<file path="config.mk">
export PLATFORM = sky130hd
export DESIGN_NAME = uart_rx_datapath
export DESIGN_NICKNAME = d
export VERILOG_FILES = /design/src/rtl/uart_rx_datapath.sv
export SDC_FILE = /design/constraint.sdc
export NUM_CORES = 1
export LEC_CHECK = 0
export CELL_PAD_IN_SITES_DETAIL_PLACEMENT = 2
export CELL_PAD_IN_SITES_GLOBAL_PLACEMENT = 2
export CORE_MARGIN = 2
export CORE_UTILIZATION = 41
export CTS_CLUSTER_SIZE = 28
export DETAILED_ROUTE_END_ITERATION = 12
export PLACE_DENSITY = 0.95
export SYNTH_ARGS = -nofsm -noshare
export SYNTH_HDL_FRONTEND = slang
export SYNTH_SLANG_ARGS = --single-unit
</file>
<file path="constraint.sdc">
create_clock -name clk -period 4.5 [get_ports clk]
set_input_delay 0.9 -clock clk [delete_from_list [all_inputs] [get_ports clk]]
set_output_delay 0.9 -clock clk [all_outputs]
set_load 0.005 [all_outputs]
</file>
<file path="src/rtl/uart_rx_datapath.sv">
// UART receiver datapath: line synchroniser, start-bit detection, bit-centre timing,
// byte assembly under rx_controller commands, and the processor-side output register.
module uart_rx_datapath #(
  parameter int unsigned BAUD_DIV  = 868,
  parameter int unsigned DATA_BITS = 8
) (
  input  logic                 clk,
  input  logic                 reset,
  input  logic                 rx_in,
  input  logic                 bit_clr,
  input  logic                 take_value,
  input  logic                 incre_counter,
  input  logic                 get_output,
  output logic                 start_bit,
  output logic                 get_value,
  output logic                 data_received,
  output logic                 stop,
  output logic [DATA_BITS-1:0] rx_data,
  output logic                 rx_valid,
  output logic                 frame_err
);

  localparam int unsigned HALF = BAUD_DIV / 2;
  localparam int unsigned LW   = $clog2(HALF + 1);
  localparam int unsigned BW   = $clog2(BAUD_DIV);
  localparam int unsigned TW   = $clog2(DATA_BITS + 2);
  localparam int unsigned CW   = $clog2(DATA_BITS + 1);

  localparam logic [LW-1:0] HalfCnt  = LW'(HALF);
  localparam logic [BW-1:0] BaudLast = BW'(BAUD_DIV - 1);
  // tick_idx holds (tick number - 1), so the stop tick sees tick_idx == DATA_BITS
  localparam logic [TW-1:0] StopIdx  = TW'(DATA_BITS);
  localparam logic [CW-1:0] CntFull  = CW'(DATA_BITS);

  logic                 sync1;
  logic                 rx_s;
  logic                 busy;
  logic                 armed;
  logic                 sample_bit;
  logic                 tick;
  logic [LW-1:0]        low_cnt;
  logic [BW-1:0]        baud_cnt;
  logic [TW-1:0]        tick_idx;
  logic [CW-1:0]        bit_cnt;
  logic [DATA_BITS-1:0] shift_reg;

  always_comb begin
    tick          = busy && (baud_cnt == BaudLast);
    start_bit     = !busy && armed && (low_cnt == HalfCnt);
    get_value     = tick && (tick_idx < StopIdx);
    stop          = tick && (tick_idx == StopIdx);
    data_received = (bit_cnt == CntFull);
  end

  always_ff @(posedge clk or negedge reset) begin
    if (!reset) begin
      sync1 <= 1'b1;
      rx_s  <= 1'b1;
    end else begin
      sync1 <= rx_in;
      rx_s  <= sync1;
    end
  end

  always_ff @(posedge clk or negedge reset) begin
    if (!reset) begin
      busy       <= 1'b0;
      armed      <= 1'b0;
      low_cnt    <= '0;
      baud_cnt   <= '0;
      tick_idx   <= '0;
      sample_bit <= 1'b0;
    end else begin
      // A line that has not been seen high since the last frame cannot start a new one
      if (stop) begin
        busy  <= 1'b0;
        armed <= 1'b0;
      end else if (!busy && rx_s) begin
        armed <= 1'b1;
      end

      if (busy) begin
        low_cnt <= '0;
        if (tick) begin
          baud_cnt <= '0;
          tick_idx <= tick_idx + TW'(1);
        end else begin
          baud_cnt <= baud_cnt + BW'(1);
        end
        if (get_value) sample_bit <= rx_s;
      end else if (start_bit) begin
        busy     <= 1'b1;
        baud_cnt <= '0;
        tick_idx <= '0;
        low_cnt  <= '0;
      end else if (armed && !rx_s) begin
        low_cnt <= low_cnt + LW'(1);
      end else begin
        low_cnt <= '0;
      end
    end
  end

  always_ff @(posedge clk or negedge reset) begin
    if (!reset) begin
      bit_cnt   <= '0;
      shift_reg <= '0;
    end else begin
      if (bit_clr) begin
        bit_cnt <= '0;
      end else if (incre_counter && (bit_cnt != CntFull)) begin
        bit_cnt <= bit_cnt + CW'(1);
      end
      if (take_value) shift_reg <= {sample_bit, shift_reg[DATA_BITS-1:1]};
    end
  end

  always_ff @(posedge clk or negedge reset) begin
    if (!reset) begin
      rx_data   <= '0;
      rx_valid  <= 1'b0;
      frame_err <= 1'b0;
    end else begin
      rx_valid <= stop && get_output;
      if (stop && get_output) begin
        rx_data   <= shift_reg;
        frame_err <= ~rx_s;
      end
    end
  end

endmodule

</file>
# Yosys cells after proc, flatten, opt, wreduce, memory -nomap -nowiden
# Cells that the tools add are included.
# W data, S select, Z words.
[op_classes] n_addsub=4 n_lt_le_gt_ge=1 eq_ne=6 mux=16 bitwise_logic=1 n_reduce_logical=16
[op_table] operator="$mux W10" count=3
[op_table] operator="$mux W9" count=3
[op_table] operator="$mux W4" count=5
[op_table] operator="$add A10 B1 Y10 const B" count=1
[op_table] operator="$eq A10 B10 Y1 const B" count=1
[op_table] operator="$add A9 B1 Y9 const B" count=1
[op_table] operator="$eq A9 B9 Y1 const B" count=1
[op_table] operator="$logic_and A1 B1 Y1" count=9
[op_table] operator="$add A4 B1 Y4 const B" count=2
[op_table] operator="$eq A4 B4 Y1 const B" count=2
[op_table] operator="$reduce_bool A2 Y1" count=3
[op_table] operator="$mux W1" count=5
[op_table] operator="$lt A4 B4 Y1 const B" count=1
[op_table] operator="$ne A4 B4 Y1 const B" count=1
[op_table] operator="$reduce_and A2 Y1" count=2
[op_table] operator="$logic_not A1 Y1" count=2
[op_table] operator="$ne A2 B1 Y1 const B" count=1
[op_table] operator="$not A1 Y1" count=1
[totals] reg_bits=50 in_bits=7 out_inout_bits=14

# Depth between registers and ports, before layout
[logic_depth] word_depth=6 depth_mapped=7 mapped_depth_nobuf=6

# Worst setup path before layout
# Ideal clock, no wire load.
[synth_timing] path_type="register to output" from="register baud_cnt[4]" to="output get_value" arrival_ps=1106 required_time_ps=3600 slack_ps=2494 path_stages_with_launch=5 path_cell_list="dfrtp_1 -> and4bb_1 -> nand4_1 -> buf_6 -> nor2_1"
[synth_via] elab_chain_cells=3
[synth_lines] item="start: declaration" line="42" rtl="logic [BW-1:0] baud_cnt;"
[synth_lines] item="start signal: assignment" line="88" rtl="baud_cnt <= baud_cnt + BW'(1);"
[synth_lines] item="$eq A10 B10 Y1" line="48" rtl="tick = busy && (baud_cnt == BaudLast);"
[synth_lines] item="$logic_and A1 B1 Y1" line="48"
[synth_lines] item="$logic_and A1 B1 Y1" line="50" rtl="get_value = tick && (tick_idx < StopIdx);"
[synth_lines] item="end: declaration" line="15" rtl="output logic get_value,"
# Every way passes these cells.

# Final worst setup path
# Ends and elaborated chain as after synthesis.

==> impl_metrics.env <==
export IMPL_core_rowCount=27
export IMPL_async_reset_ff_share_pct=100
export IMPL_reg_top3="baud_cnt x10, low_cnt x9"
export IMPL_post_place_ws_ns=1.55
export IMPL_synthSimpleGateAreaFrac_pct=17.9
export IMPL_largest_register="baud_cnt"
export IMPL_synth_area_sq_um=2280
export IMPL_final_util_pct=48.6
export IMPL_critPathBufInv=1
export IMPL_endpoint_kind="output pin"
export IMPL_cts_tree="built"
export IMPL_place_congestion=0.768
export IMPL_switchingPower_uw=180
export IMPL_track_usage_pct=23.6
export IMPL_fin_skew_ns=0.00589
export IMPL_holdCritPathClass="flop to flop"
export IMPL_setup_slack_ns=1.20
export IMPL_cts_sinks=50
export IMPL_antenna_found_initial=0
export IMPL_cp_required_ns=3.60
export IMPL_htreeDepth=2
export IMPL_place_area_sq_um=2530
export IMPL_drtAntennaViolNets=0
export IMPL_ys_warnings_count=0
export IMPL_start_util_pct=41.8
export IMPL_finalSetupViolCount=0
export IMPL_design_area_sq_um=2640
export IMPL_crit_type="flop to output pin"
export IMPL_crit_family="simple AND/OR/NAND/NOR gates"
export IMPL_cts_buffer_depth=2
export IMPL_rsz0062_at_grt="no"
export IMPL_syn_inst=197
export IMPL_overflow=0
export IMPL_syn_to_final_growth_pct=16.1
export IMPL_drt_pre_antenna_iters=4
export IMPL_p_sw_share_pct=21.8
export IMPL_clockPowerShare_pct=40.0
export IMPL_drt_iter0_drc=76
export IMPL_synth_adder_area_share_pct=3.85
export IMPL_finalSetupTns_ns=0
export IMPL_layout_drive_gt1_share_pct=15.0
export IMPL_start_kind="flop"
export IMPL_synth_ff_type="dfrtp_1"
export IMPL_muxShareOfSynthArea_pct=10.2
export IMPL_leakagePower_uw=0.00120
export IMPL_cp_arrival_ns=2.40
export IMPL_io_pins=21
export IMPL_synth_edf_count=0
export IMPL_postSynthAreaPerCell_sq_um=11.6
export IMPL_slew_headroom_pct=56.2
export IMPL_fillCellCount=552
export IMPL_ctsHoldBuffers=0
export IMPL_grt_pass1_wl_um=10700
export IMPL_ys_types=42
export IMPL_seqPwrFrac_pct=56.0
export IMPL_path_clk_slew_ns=0.09
export IMPL_finalCriticalPeriod_ns=3.30
export IMPL_wl_um=6730
export IMPL_final_common_cell="dfrtp_1"
export IMPL_synthesis_nets=211
export IMPL_slowest_delay_ns=0.55
export IMPL_p_per_area_nw_per_um2=312
export IMPL_core_sq_um=5440
export IMPL_run_status="complete, no violations"
export IMPL_cp_cell_sequence="and4bb_1 -> nand4_1 -> nor2_1 -> clkdlybuf4s50_1"
export IMPL_die_area_sq_um=6160
export IMPL_layout_common_cells="dfrtp_1, nor2_1, clkdlybuf4s50_1, nand2_1, mux2_2"
export IMPL_hpwlAfterDp_um=4770
export IMPL_numCtsBuffers=5
export IMPL_vdd_drop_max_uv=137
export IMPL_largest_reg_flops=10
export IMPL_finalHoldViolations=0
export IMPL_intPower_uw=645
export IMPL_grt_pass1_vias=1837
export IMPL_max_cap_violations=0
export IMPL_clk_latency_ns=0.30
export IMPL_cp_max_fo=11
export IMPL_via_count=1671
export IMPL_ys_ff_latch=50
export IMPL_synthXorXnorAreaFrac_pct=4.62
export IMPL_synth_top_family_by_area="simple AND/OR/NAND/NOR gates"
export IMPL_ys_seq_area_share_pct=55.1
export IMPL_vias_per_cell=5.72
export IMPL_n_antenna_cell=0
export IMPL_fp_dieW_um=78.5
export IMPL_cp_slowest_cell="clkdlybuf4s50_1"
export IMPL_worst_slew_pin_slew_ns=0.657
export IMPL_postCtsSetupRepairBufs=0
export IMPL_synth_compound_area_share_pct=5.00
export IMPL_port_buffers=20
export IMPL_nets=234
export IMPL_pwr_share_comb_pct=4.0
export IMPL_cts_resized=0
export IMPL_max_freq_ghz=0.303
export IMPL_drv_slew=0
export IMPL_root_buffer="clkbuf_8"
export IMPL_finalCritPeriodShare_pct=73.4
export IMPL_remaining_drc_errors=0
export IMPL_wl_per_cell_um=23.1
export IMPL_grt_max_degree=51
export IMPL_die_h_um=78.5
==> power groups by stage <==
stage / registers, uW / clock network (uW) / logic [uW]
after floorplan: 467 / 0 / 12.8
after global placement: 469 / 0 / 30.4
after detailed placement: 470 / 0 / 33.6
after CTS: 462 / 333 / 34.6
after global routing: 463 / 351 / 37.8
final: 462 / 330 / 33.3
==> layer usage <==
layer | vias up | share of wire [%] | global-route usage, %
li1 | 730 | - | -
met1 | 881 | 44 | 29.6
met2 | 45 | 50 | 40.8
met3 | 15 | 2.7 | 4.14
met4 | 0 | 2.6 | 8.25
met5 | - | 0 | 0
==> layout make-up <==
| type | count | area [sq um] | share of cell area (%) |
|---|---|---|---|
| Sequential cell | 50 | 1250 | 47.4 |
| Clock inverter | 1 | 30.0 | 1.14 |
| Timing Repair Buffer | 21 | 203 | 7.67 |
| Multi-Input combinational cell | 132 | 946 | 35.8 |
| Inverter | 10 | 37.5 | 1.42 |
| Tap cell | 72 | 90.1 | 3.41 |
| Clock buffer | 6 | 82.6 | 3.13 |
==> path summary, 6_finish.rpt <==
check | cells past startpoint | slack (ns) | startpoint | end
min in group asynchronous | 2 | 0.70 | reset | bit_cnt[3]
max | 4 | 1.20 | baud_cnt[4] | get_value
max reg2reg | 6 | 2.46 | low_cnt[0] | low_cnt[4]
min | 0 | 0.37 | sync1 | rx_s
min reg2reg | 0 | 0.37 | sync1 | rx_s
max in group asynchronous | 2 | 3.35 | reset | baud_cnt[8]
==> through the flow <==
stage	power [uW]	hold slack [ns]	std cells
2_1_floorplan	480	0.345	197
3_3_place_gp	499	0.355	285
3_5_place_dp	504	0.359	285
4_1_cts	830	0.373	292
5_1_grt	852	0.376	292
6_report	825	0.373	292
==> logic make-up (layout without fill, tap and decap cells) <==
group           Yosys count  in the layout
buf+inv                  15             38
fa+ha+maj                 7              7
simple gates             74             74
compound gates           18             18
mux                      21             21
flops                    50             50
xor+xnor                 12             12
==> worst register-to-register path, stage by stage, from the launching register on <==
cell and delay (ns):
dfrtp_1 0.45, inv_1 0.10, ha_1 0.24, nand4b_1 0.18
o31a_1 0.49, nand3b_2 0.30, nor2_1 0.20
==> cells in the mapped netlist, types with 2 or more instances <==
master	number	area, sq um
a21oi_1	3	15.0
and2_1	2	12.5
buf_6	2	22.5
dfrtp_1	48	1200
dfstp_2	2	52.6
ha_1	7	87.6
inv_1	10	37.5
mux2_2	17	191
mux2i_1	4	40.0
nand2_1	18	67.6
nand3_1	11	55.1
nand4_1	5	31.3
nor2_1	19	71.3
nor3_1	3	15.0
o211ai_1	2	15.0
o21ai_0	7	35.0
or3_1	2	12.5
xnor2_1	7	61.3
xor2_1	5	43.8
(Power assumes the default switching activity.)
